`src/rtl/cpu_pkg.sv`:
```
// Shared fetch-stage constants and the IF/ID payload type.
// Build option: FETCH_IRQ_EN adds the interrupt flag to the IF/ID payload.
package cpu_pkg;

  localparam logic [31:0] NOP_INSTR        = 32'h0000_0000;
  localparam logic [31:0] IRQ_VECTOR       = 32'h8000_0004;
  localparam logic [31:0] DEFAULT_RESET_PC = 32'h0000_0000;
  localparam logic [31:0] WORD_ALIGN_MASK  = 32'hFFFF_FFFC;

  // IF/ID payload; valid is kept beside it in the pipe register.
  typedef struct packed {
    logic [31:0] instr;
    logic [31:0] pc_plus4;
`ifdef FETCH_IRQ_EN
    logic        irq;
`endif
  } ifid_t;

  // Redirect targets always land on a word boundary.
  function automatic logic [31:0] word_align(input logic [31:0] a);
    return a & WORD_ALIGN_MASK;
  endfunction

endpackage

```
`src/rtl/fetch_pipe_reg.sv`:
```
// IF/ID pipeline register: flush beats hold, hold beats load.
// Build option: FETCH_IRQ_EN widens the payload through cpu_pkg::ifid_t.
module fetch_pipe_reg
  import cpu_pkg::*;
(
  input  logic  clk,
  input  logic  reset,
  input  logic  flush,
  input  logic  hold,
  input  logic  load,
  input  ifid_t d,
  output ifid_t q,
  output logic  valid
);

  // Register the fetched word; a flush leaves a NOP bubble behind.
  always_ff @(posedge clk or posedge reset) begin
    if (reset) begin
      q     <= '0;
      valid <= 1'b0;
    end else if (flush) begin
      q       <= '0;
      q.instr <= NOP_INSTR;
      valid   <= 1'b0;
    end else if (hold) begin
      q     <= q;
      valid <= valid;
    end else if (load) begin
      q     <= d;
      valid <= 1'b1;
    end
  end

endmodule

```
`src/rtl/instruction_fetch.sv`:
```
// Fetch stage: PC register, next-PC selection, IF/ID register.
// Build option: FETCH_IRQ_EN adds irq / if_id_irq and the interrupt vector path.
module instruction_fetch
  import cpu_pkg::*;
#(
  parameter logic [31:0] RESET_PC = DEFAULT_RESET_PC
) (
  input  logic        clk,
  input  logic        reset,
  input  logic        stall,
  input  logic        branch_taken,
  input  logic [31:0] branch_target,
  input  logic        jump_en,
  input  logic [31:0] jump_target,
  output logic [31:0] imem_addr,
  input  logic [31:0] imem_instr,
`ifdef FETCH_IRQ_EN
  input  logic        irq,
  output logic        if_id_irq,
`endif
  output logic [31:0] if_id_instr,
  output logic [31:0] if_id_pc_plus4,
  output logic        if_id_valid
);

  logic [31:0] pc, pc_nxt, pc_plus4;
  logic        jump_go, irq_go, flush, hold;
  ifid_t       ifid_d, ifid_q;

  assign pc_plus4 = pc + 32'd4;            // wraps modulo 2^32
  assign jump_go  = jump_en & ~stall;      // a stalled jump is re-presented by ID
  assign flush    = branch_taken | jump_go;
  assign hold     = stall & ~branch_taken;

`ifdef FETCH_IRQ_EN
  // Interrupts are taken only from user space and only on an otherwise sequential cycle.
  assign irq_go = irq & ~pc[31] & ~stall & ~branch_taken & ~jump_en;
`else
  assign irq_go = 1'b0;
`endif

  // Next-PC priority: branch, unstalled jump, interrupt, stall, sequential.
  always_comb begin
    pc_nxt = pc_plus4;
    if (branch_taken)  pc_nxt = word_align(branch_target);
    else if (jump_go)  pc_nxt = word_align(jump_target);
    else if (irq_go)   pc_nxt = IRQ_VECTOR;
    else if (stall)    pc_nxt = pc;
  end

  // IF/ID payload: the fetched word, or a NOP carrying the interrupted PC for EPC.
  always_comb begin
    ifid_d          = '0;
    ifid_d.instr    = imem_instr;
    ifid_d.pc_plus4 = pc_plus4;
`ifdef FETCH_IRQ_EN
    if (irq_go) begin
      ifid_d.instr    = NOP_INSTR;
      ifid_d.pc_plus4 = pc;
      ifid_d.irq      = 1'b1;
    end
`endif
  end

  // Program counter.
  always_ff @(posedge clk or posedge reset) begin
    if (reset) pc <= RESET_PC;
    else       pc <= pc_nxt;
  end

  fetch_pipe_reg u_ifid (
    .clk   (clk),
    .reset (reset),
    .flush (flush),
    .hold  (hold),
    .load  (1'b1),
    .d     (ifid_d),
    .q     (ifid_q),
    .valid (if_id_valid)
  );

  assign imem_addr      = pc;
  assign if_id_instr    = ifid_q.instr;
  assign if_id_pc_plus4 = ifid_q.pc_plus4;
`ifdef FETCH_IRQ_EN
  assign if_id_irq      = ifid_q.irq;
`endif

endmodule

```
`config.mk`:
```
export PLATFORM = sky130hd
export DESIGN_NAME = instruction_fetch
export DESIGN_NICKNAME = d
export VERILOG_FILES = /design/src/rtl/cpu_pkg.sv /design/src/rtl/fetch_pipe_reg.sv /design/src/rtl/instruction_fetch.sv
export SDC_FILE = /design/constraint.sdc
export NUM_CORES = 1
export LEC_CHECK = 0
export CAP_MARGIN = 20
export CORE_MARGIN = 1.5
export CORE_UTILIZATION = 30
export CTS_CLUSTER_SIZE = 10
export DETAILED_ROUTE_END_ITERATION = 10
export DONT_BUFFER_PORTS = 1
export PLACE_DENSITY = 0.54
export RECOVER_POWER = 50
export REMOVE_ABC_BUFFERS = 1
export SYNTH_ARGS = -nofsm -noshare
export SYNTH_HDL_FRONTEND = slang
export SYNTH_SLANG_ARGS = --single-unit
export TNS_END_PERCENT = 20
```
`constraint.sdc`:
```
create_clock -name clk -period 2.4 [get_ports clk]
set_input_delay 0 -clock clk [delete_from_list [all_inputs] [get_ports clk]]
set_output_delay 0 -clock clk [all_outputs]
set_load 0.03 [all_outputs]
```
After elaboration in Yosys (flattened, before gate mapping):

Index checks and enable logic that the tools add are counted.

* bits in registers: 97
* bits of input ports: 101
* output and inout bits: 97
* logic and storage cells: 19

* $add $sub $neg: 1
* equality and inequality tests: 2
* multiplexer cells: 7
* bitwise gates (word level): 5

Operators with widths (number)
* two-way mux 64 bit: 2
* two-way mux 32 bit: 3
* adder 32 x 3 -> 32 bit (second input constant): 1
* inequality test 3 x 1 -> 1 bit (second input constant): 1
* AND 1 bit: 2
* two-way mux 1 bit: 2
* inequality test 2 bit (second input constant): 1
* inverter 1 bit: 2
* bitwise OR 1 bit: 1

Logic depth before layout (Yosys ltp):

Gate-level depths: netlist of run 1.

* depth in word-level cells: 4
* depth in mapped cells: 8
* depth with buffers taken out: 6

Cells and area by module:

Synthesis of run 1 repeated with hierarchy kept, for this count alone.

* cells, all modules: 610
* area total of the unflattened synthesis: 5838.1 um^2

Modules (own cells, without submodules)
* fetch_pipe_reg: times used 1, cells an instance 295, area an instance 3349.5 um^2, seq. area each 1626.6 um^2
* instruction_fetch: times used 1, cells an instance 315, area an instance 2488.6 um^2, seq. area each 750.7 um^2

Worst setup path before layout of run 1:

No wires, ideal clock.

* path type: register to register
* start: reg pc[2] (netlist: imem_addr[2])
* end: reg pc[28] (netlist: imem_addr[28])
* library setup time: 0.137 ns
* arrival: 2.011 ns
* data required time: 2.263 ns
* setup slack: 0.252 ns
* stages on the path, launching flop included: 7
* path buffers: 0
* period minus slack after synthesis: 2.148 ns
* cell sequence: dfrtp_1 > ha_1 > nand3_1 > or4_4 > nor4_4 > xnor2_1 > o221ai_2

* word-level cells in the longest chain between the ends: 4

Ends and longest elaborated chain
* start, declared: line instruction_fetch.sv:26 `logic [31:0] pc, pc_nxt, pc_plus4;`
* start signal, assigned: line instruction_fetch.sv:68 `else pc <= pc_nxt;`
* adder 32 x 3 -> 32 bit: line instruction_fetch.sv:30 `assign pc_plus4 = pc + 32'd4;`
* two-way mux 32 bit: line instruction_fetch.sv:48 `else if (stall) pc_nxt = pc;`
* two-way mux 32 bit: line instruction_fetch.sv:46 `else if (jump_go) pc_nxt = word_align(jump_target);`
* two-way mux 32 bit: line instruction_fetch.sv:45 `if (branch_taken) pc_nxt = word_align(branch_target);`

Every way passes these cells. The select of a mux whose other input is x is not followed.
A chain may end at the register's enable or synchronous reset.

Final worst setup path of run 1:

* start: reg pc[5] (netlist: imem_addr[5])
* end: reg pc[19] (netlist: imem_addr[19])

Same word-level chain as after synthesis.

==> run_results.csv, run 1 <==
group,metric,value,unit
timing,tightest_slew,1.68,ns
setup_path,cp_cell_sequence,"nand4_2 -> nor4_4 -> buf_4 -> nand2_1 -> xor2_1 -> o221ai_1 -> dlygate4sd3_1",
route,wire_per_inst,19.7,um
place,numPortBuffers,0,
power,ir_drop,297,uV
finish,syn_to_final_growth,32.1,%
cts,postCtsSetupRepairBufs,0,
timing,fin_crit,2.23,ns
finish,regArea,2330,um2
setup_path,start_kind,"flop",
yosys,synth_edf_count,0,
flow_run,drv_cap,1,
setup_path,crit_family,"buffers and inverters",
global_route,grt_pass1_wl,24.3,mm
place,post-dp-hpwl,10.5,mm
setup_path,cp_data_required_time,2.62,ns
route,drtAntennaViolNets,0,
yosys,synth_top_family_by_area,"compound AO/OA/AOI/OAI gates",
setup_path,cpPeakStageDelay,0.58,ns
cts,clock_sinks,93,
setup_path,path_buf_inv,2,
power,p_leak,2.70,nW
global_route,grt-ovfl-total,0,
route,via_count,4284,
finish,insertedDiodeCount,0,
finish,drive_gt1_share,9.12,%
cts,cts_root_buffer,"clkbuf_16",
yosys,ys_types,45,
route,drc,0,
yosys,yosysWarningCount,0,
outcome,violations,"max-capacitance violations, max-slew violations",
yosys,synth_top_area_share,49.0,%
worst_hold_path,min_path_type,"in -> reg",
yosys,synthFlopType,"dfrtp_1",
yosys,ys_top_cells_by_area,"dfrtp_1 (49%), a22o_1 (7.2%), a21oi_1 (7.1%)",
timing,final_hold_viol_count,0,
cts,clk_pin_slew,0.07,ns
cts,htree_num_levels,3,
cts,cts_buffer_depth,2,
setup_path,cp_data_arrival_time,2.44,ns
cts,cts_tree,"built",
setup_path,path_class,"reg -> reg",
finish,nets,700,
route,first_pass_iters,4,
die,num_rows,45,
yosys,synth-compound-area-share,26.0,%
yosys,syn_avg_cell_area,9.41,um2
timing,setup_viol_count_final,0,
yosys,synthXorXnorAreaFrac,4.97,%
timing,max_freq,0.449,GHz
global_route,grt_pass1_vias,4346,
die,ios,198,
timing,fin_crit_sh,92.7,%
yosys,yosysMostFrequentCell,"dfrtp_1",
yosys,async_flop_share,100,%
yosys,netlist_top_cells_count,"dfrtp_1 (93), a21oi_1 (67), nand2_1 (58), o21ai_0 (45), a22o_1 (39)",
yosys,mappedNetlistArea,4750,um2
power,powerDensity,706,nW/um2
global_route,antenna_found_initial,0,
finish,nFillCells,1504,
yosys,yosys.area_share.simple,14.6,%
yosys,synth_fa_ha_area_share,0.263,%
outcome,status,"complete, but fails checks",
global_route,grt_max_degree,56,
place,place.gp.congestion,0.755,
setup_path,endpoint_kind,"flop",
cts,clkLatencyLatePin,0.34,ns
route,wl,16.0,mm
yosys,netlist_instances,505,
finish,fin_util,41.0,%
finish,multi_input_area,2220,um2
setup_path,cp_slowest_cell,"dlygate4sd3_1",
timing,rsz0062_at_grt,"false",
timing,max_slew_margin,-12.0,%
setup_path,path_max_fanout,7,
die,placeableCoreArea,15300,um2
power,total_power,4.44,mW
yosys,yosys.area.top_type,"dfrtp_1",
die,design.die.area,16600,um2
global_route,grt_usage,19.2,%
yosys,synth-seq-area-share,49.0,%
yosys,ys_seq_elements,93,
route,drtIter0Drc,234,
timing,slew_violations,44,
route,via_per_inst,5.26,
yosys,synthMuxAreaShare,0,%
die,dieHeight,129,um
die,chipWidth,129,um
timing,skew,0.00755,ns
die,start_util,31.0,%
cts,numCtsBuffers,9,
==> layer usage <==
| metal | global-route usage, % | up-vias | routed length [um] |
|---|---|---|---|
| li1 | - | 1992 | - |
| met1 | 23.8 | 2113 | 6980 |
| met2 | 33.7 | 168 | 7760 |
| met3 | 4.57 | 11 | 1120 |
| met4 | 4.96 | 0 | 161 |
| met5 | 0 | - | 0 |
==> report_power, final <==
part / switching, mW / internal, mW / total [mW]
Combinational: 0.543 / 0.367 / 0.910
Clock: 0.631 / 0.923 / 1.55
Sequential: 0.270 / 1.70 / 1.97
Total: 1.44 / 2.99 / 4.44
==> registers in the layout, indices dropped and copies added (netlist names) <==
| register | cells |
|---|---|
| imem_addr | 30 |
| u_ifid.q | 62 |
| u_ifid.valid | 1 |
==> repair_timing <==
action	CTS	global route
setup endpoints to repair	0	2
resized for setup	0	3
endpoints found under the hold margin	103	0
hold buffers	81	0
==> tightest hold or removal path, delay by kind of cell <==
family / cells / cell delay (ns)
AOI/OAI and AO/OA: 1 / 0.07
and+or+nand+nor: 2 / 0.22
==> cell usage in the layout (no fill, tap or decap), types with 4 or more instances in the layout <==
cell	netlist	layout
a22o_1	39	39
o21ai_1	6	6
clkbuf_1	25	18
clkbuf_16	0	9
a2bb2oi_1	12	12
o21ai_0	45	45
nand3_1	8	7
o21a_1	7	7
a21oi_1	67	67
and3_1	9	9
nand2_1	58	58
xnor2_1	21	21
o22a_1	5	5
dfrtp_1	93	92
dlygate4sd3_1	0	80
nor2_1	24	22
buf_4	6	18
nand4_1	7	7
inv_1	17	17
conb_1	1	4
xor2_1	6	6
==> final timing paths <==
kind / depth (start not counted) / start / slack (ns) / end
worst max-delay path: 7 / imem_addr[5]$_DFFE_PP0N_ / 0.17 / imem_addr[19]$_DFFE_PP0N_
worst min register to register: 2 / imem_addr[4]$_DFFE_PP0N_ / 0.62 / imem_addr[4]$_DFFE_PP0N_
max in group asynchronous: 3 / reset / 0.51 / imem_addr[4]$_DFFE_PP0N_
worst min-delay path: 3 / branch_taken / 0.01 / u_ifid.q[4]$_DFFE_PP0P_
worst max register to register: 7 / imem_addr[5]$_DFFE_PP0N_ / 0.17 / imem_addr[19]$_DFFE_PP0N_
min in group asynchronous: 2 / reset / 0.64 / u_ifid.q[34]$_DFFE_PP0P_
==> cells by family after synthesis <==
kind of cell | count (synthesis)
XOR/XNOR | 27
buffers and inverters | 57
other | 1
flip-flops | 93
AND/OR/NAND/NOR | 133
AO/OA/AOI/OAI | 193
adder cells (fa/ha/maj) | 1
==> cell type report <==
class	count	share of cell area (%)
sequential	93	37.1
multi-input combinational	358	35.4
timing repair buffer	119	17.2
tap	211	4.20
clock buffer	10	3.65
clock inverter	6	1.49
inverter	17	1.02
==> stage by stage <==
step           hold WS [ns]  setup TNS, ns  area [um2]  setup slack (ns)  cells
4_1_cts             0.00203              0        6340            0.0514    814
5_1_grt              0.0116              0        6280            0.0246    814
3_3_place_gp        -0.0399              0        5190             0.423    717
6_report             0.0111              0        6280             0.175    814
3_5_place_dp        -0.0160              0        5190             0.365    717
2_1_floorplan        0.0865         -34.68        4590            -0.564    468
Note: power is estimated with default switching activity, not from simulation.
==> run 2: changes to the inputs <==
--- a/config.mk
+++ b/config.mk
@@ -12,7 +12,7 @@
 export DETAILED_ROUTE_END_ITERATION = 10
 export DONT_BUFFER_PORTS = 1
 export PLACE_DENSITY = 0.54
-export RECOVER_POWER = 50
+export RECOVER_POWER = 100
 export REMOVE_ABC_BUFFERS = 1
 export SYNTH_ARGS = -nofsm -noshare
 export SYNTH_HDL_FRONTEND = slang
==> run_results.csv, run 2 (synthesis gave the netlist of run 1 again) <==
group,metric,value,unit
outcome,status,"complete, but fails checks",
outcome,violations,"max-capacitance violations, max-slew violations",
die,num_rows,45,
route,first_pass_iters,4,
global_route,grt_usage,19.2,%
setup_path,path_max_fanout,8,
die,chipWidth,129,um
place,place.gp.congestion,0.755,
global_route,antenna_found_initial,0,
setup_path,cp_data_arrival_time,2.44,ns
finish,drive_gt1_share,7.96,%
finish,syn_to_final_growth,31.2,%
power,internal_power,2.98,mW
route,wire_per_inst,19.8,um
cts,clock_sinks,93,
cts,postCtsSetupRepairBufs,0,
setup_path,path_class,"reg -> reg",
route,wl,16.1,mm
die,dieHeight,129,um
setup_path,reg2reg_depth,7,
route,drc,0,
worst_hold_path,holdPathStages,3,
finish,insertedDiodeCount,0,
timing,max_freq,0.451,GHz
power,ir_drop,298,uV
global_route,grt-ovfl-total,0,
timing,fin_crit,2.22,ns
power,p_leak,2.66,nW
route,via_count,4297,
place,placed_area,5190,um2
power,p_clk_share,35.2,%
die,ios,198,
finish,top_register,"u_ifid.q",
setup_path,cp_data_required_time,2.62,ns
power,p_comb_share,20.3,%
setup_path,endpoint_kind,"flop",
finish,nets,700,
finish,fin_cells,814,
route,via_per_inst,5.28,
power,total_power,4.43,mW
finish,largest_reg_flops,62,
timing,max_slew_margin,-12.4,%
global_route,grt_pass1_vias,4346,
cts,numCtsBuffers,9,
timing,tightest_slew,1.68,ns
finish,layout_commonest_cell,"dfrtp_1",
finish,final_area,6240,um2
die,placeableCoreArea,15300,um2
global_route,grt_max_degree,56,
cts,htree_num_levels,3,
power,switching_power,1.44,mW
power,netSwitchingFraction,32.6,%
timing,final_hold_viol_count,0,
global_route,grt_pass1_wl,24.3,mm
timing,fin_crit_sh,92.5,%
timing,slew_violations,44,
timing,skew,0.00917,ns
cts,cts_root_buffer,"clkbuf_16",
route,drtAntennaViolNets,0,
route,drtIter0Drc,244,
place,dp_cells,717,
cts,clkLatencyLatePin,0.34,ns
worst_hold_path,min_path_type,"in -> reg",
power,powerDensity,710,nW/um2
die,design.die.area,16600,um2
timing,setup_viol_count_final,0,
timing,rsz0062_at_grt,"false",
cts,cts_tree,"built",
finish,layout_common_cells,"dfrtp_1 (92), dlygate4sd3_1 (80), a21oi_1 (67)",
cts,clk_pin_slew,0.07,ns
die,start_util,31.0,%
setup_path,start_kind,"flop",
place,post-dp-hpwl,10.5,mm
flow_run,drv_cap,1,
power,p_seq_share,44.5,%
place,numPortBuffers,0,
timing,hold_slack,0.0120,ns
cts,cts_buffer_depth,2,
==> run 2: changes by cell type in the layout (fill, tap and decap cells not counted), moves of 2 or more <==
| cell | previous run | this run |
|---|---|---|
| buf_4 | 18 | 14 |
| clkbuf_1 | 18 | 22 |
| o21ai_0 | 45 | 49 |
| o21ai_1 | 6 | 2 |
| or4_1 | 0 | 2 |
| or4_4 | 2 | 0 |
==> run 2: cell type report <==
| type | count | area, um2 |
|---|---|---|
| clock buffer | 10 | 229 |
| clock inverter | 6 | 93.8 |
| fill | 1513 | 9080 |
| inverter | 17 | 63.8 |
| multi-input combinational | 358 | 2190 |
| sequential | 93 | 2330 |
| tap | 211 | 264 |
| timing repair buffer | 119 | 1060 |
==> run 2: critical path: stages (launching register included) <==
cell and delay [ns]:
dfrtp_2 0.44, nand3_2 0.17, nor4_4 0.30, buf_4 0.22
nand2_1 0.09, xor2_1 0.17, o221ai_1 0.13, dlygate4sd3_1 0.58
==> run 2: power by group through the flow <==
stage	Combinational, mW	Clock (mW)	Sequential (mW)
3_3_place_gp	0.791	0	1.99
2_1_floorplan	0.375	0	2.14
5_1_grt	0.979	1.68	1.99
6_report	0.898	1.56	1.97
3_5_place_dp	0.806	0	2.00
4_1_cts	0.953	1.61	1.97
==> run 2: timing repair <==
action	4_1_cts	5_1_grt
setup endpoints to repair	0	2
hold endpoints to repair	103	0
resized for setup	0	3
hold buffers	81	0
==> run 2: final timing paths <==
| check | slack [ns] | startpoint | end |
|---|---|---|---|
| setup / recovery | 0.18 | imem_addr[4]$_DFFE_PP0N_ | imem_addr[19]$_DFFE_PP0N_ |
| hold / removal | 0.01 | branch_taken | u_ifid.q[4]$_DFFE_PP0P_ |
| setup reg to reg | 0.18 | imem_addr[4]$_DFFE_PP0N_ | imem_addr[19]$_DFFE_PP0N_ |
| hold reg to reg | 0.62 | imem_addr[4]$_DFFE_PP0N_ | imem_addr[4]$_DFFE_PP0N_ |
| max in group asynchronous | 0.51 | reset | imem_addr[4]$_DFFE_PP0N_ |
| min in group asynchronous | 0.64 | reset | u_ifid.q[34]$_DFFE_PP0P_ |
==> run 2: layer usage <==
metal,part of all wire [%],track usage (%),vias up
li1,-,-,1994
met1,43,23.8,2125
met2,48,33.7,167
met3,7.1,4.57,11
met4,1.0,4.96,0
met5,0,0,-
==> run 2: stage by stage <==
stage | setup TNS (ns) | util, % | worst slack, ns
6_report | 0 | 40.7 | 0.181
5_1_grt | 0 | 40.7 | 0.0622
4_1_cts | 0 | 41.4 | 0.0514
3_5_place_dp | 0 | 33.9 | 0.365
3_3_place_gp | 0 | 33.9 | 0.423
2_1_floorplan | -34.68 | - | -0.564
==> run 3: changes to the inputs <==
--- a/config.mk
+++ b/config.mk
@@ -6,6 +6,7 @@
 export NUM_CORES = 1
 export LEC_CHECK = 0
 export CAP_MARGIN = 20
+export CORE_ASPECT_RATIO = 0.75
 export CORE_MARGIN = 1.5
 export CORE_UTILIZATION = 30
 export CTS_CLUSTER_SIZE = 10
@@ -17,4 +18,4 @@
 export SYNTH_ARGS = -nofsm -noshare
 export SYNTH_HDL_FRONTEND = slang
 export SYNTH_SLANG_ARGS = --single-unit
-export TNS_END_PERCENT = 20
+export TNS_END_PERCENT = 50
==> run_results.csv, run 3 (synthesis gave the netlist of run 1 again) <==
group,metric,value,unit
timing,final_hold_viol_count,0,
finish,drive_gt1_share,7.33,%
flow_run,drv_cap,0,
finish,top_register,"u_ifid.q",
setup_path,endpoint_kind,"flop",
timing,max_freq,0.436,GHz
die,ios,198,
global_route,grt_max_degree,64,
finish,syn_to_final_growth,28.5,%
global_route,grt-ovfl-total,0,
setup_path,start_kind,"flop",
cts,clk_pin_slew,0.07,ns
route,wl,16.4,mm
timing,max_slew_margin,11.7,%
setup_path,cp_data_required_time,2.63,ns
place,numPortBuffers,0,
timing,skew,0.00778,ns
route,first_pass_iters,4,
global_route,grt_pass1_vias,4365,
cts,clkLatencyLatePin,0.35,ns
finish,nets,698,
finish,layout_commonest_cell,"dfrtp_1",
finish,layout_common_cells,"dfrtp_1 (93), dlygate4sd3_1 (77), a21oi_1 (67)",
place,post-dp-hpwl,10.7,mm
cts,clock_sinks,93,
route,drc,0,
setup_path,path_class,"reg -> reg",
cts,cts_root_buffer,"clkbuf_16",
die,chipWidth,148,um
setup_path,path_max_fanout,6,
route,drtIter0Drc,251,
power,total_power,4.28,mW
die,num_rows,39,
worst_hold_path,min_path_type,"in -> reg",
die,start_util,30.9,%
cts,htree_num_levels,3,
timing,tightest_slew,1.32,ns
timing,setup-tns-final,0,ns
timing,setup_slack,0.108,ns
die,design.die.area,16600,um2
die,placeableCoreArea,15400,um2
timing,fin_crit,2.29,ns
route,via_per_inst,5.34,
route,via_count,4301,
outcome,status,"completed",
cts,cts_buffer_depth,2,
power,ir_drop,286,uV
timing,fin_crit_sh,95.5,%
timing,slew_violations,0,
global_route,grt_usage,19.8,%
power,p_leak,2.60,nW
timing,setup_viol_count_final,0,
finish,largest_reg_flops,62,
setup_path,cp_data_arrival_time,2.53,ns
route,drtAntennaViolNets,0,
place,place_ws,0.361,ns
global_route,grt_pass1_wl,24.9,mm
cts,numCtsBuffers,9,
cts,cts_tree,"built",
power,powerDensity,701,nW/um2
route,wire_per_inst,20.4,um
die,dieHeight,112,um
place,place.gp.congestion,0.827,
global_route,antenna_found_initial,1,
run 3: cell types whose count changed in the layout (fill, tap and decap cells not counted), moves of 2 or more:
cell,change
clkinvlp_4,+2
nor4_4,-2
dlygate4sd3_1,-3
clkbuf_2,+2
run 3: per-layer routing:
| layer | GRT usage [%] | up-vias | share of wire [%] | wire length (um) |
|---|---|---|---|---|
| li1 | - | 1990 | - | - |
| met5 | 0 | - | 0 | 0 |
| met1 | 24.8 | 2119 | 44 | 7250 |
| met3 | 6.71 | 11 | 8.9 | 1460 |
| met2 | 33.0 | 181 | 46 | 7620 |
| met4 | 4.49 | 0 | 0.70 | 115 |
run 3: cell type report:
cell class | instances | area (um2)
fill | 1533 | 9260
antenna | 1 | 2.50
timing repair buffer | 117 | 1010
clock inverter | 5 | 61.3
tap | 205 | 256
sequential | 93 | 2330
multi-input combinational | 358 | 2160
clock buffer | 10 | 229
inverter | 17 | 63.8
run 3: repair_timing:
item,in CTS,in global routing
gates resized for setup,0,0
setup buffers,0,1
hold buffers,78,0
endpoints found under the setup margin,0,1
hold endpoints to repair,130,0
run 3: power breakdown:
part / switching, mW / internal [mW]
Clock: 0.624 / 0.806
Sequential: 0.259 / 1.70
Combinational: 0.550 / 0.345
run 3: worst paths after layout:
kind	startpoint	end	slack (ns)	depth (start not counted)
min in group asynchronous	reset	u_ifid.q[34]$_DFFE_PP0P_	0.49	2
min reg2reg	imem_addr[3]$_DFFE_PP0N_	u_ifid.q[3]$_DFFE_PP0P_	0.66	2
max	imem_addr[2]$_DFFE_PP0N_	imem_addr[23]$_DFFE_PP0N_	0.11	7
max reg2reg	imem_addr[2]$_DFFE_PP0N_	imem_addr[23]$_DFFE_PP0N_	0.11	7
max in group asynchronous	reset	imem_addr[5]$_DFFE_PP0N_	0.52	3
min	stall	imem_addr[22]$_DFFE_PP0N_	0.007	4
run 3: critical path, cell delays in order (launching register included):
cell           delay, ns
dfrtp_1             0.36
buf_4               0.20
and3_1              0.28
nand4_1             0.23
nor3_1              0.23
xnor2_1             0.17
o221ai_1            0.13
dlygate4sd3_1       0.57
run 3: per-stage QoR:
step / utilization (%) / cell area [um2] / std cells / hold WS [ns]
6_report: 39.7 / 6110 / 806 / 0.00654
5_1_grt: 39.7 / 6110 / 805 / 0.00873
4_1_cts: 40.6 / 6240 / 804 / 0.000119
3_5_place_dp: 33.6 / 5160 / 711 / 0.0909
3_3_place_gp: 33.6 / 5160 / 711 / 0.0743
2_1_floorplan: - / 4590 / 468 / 0.0865
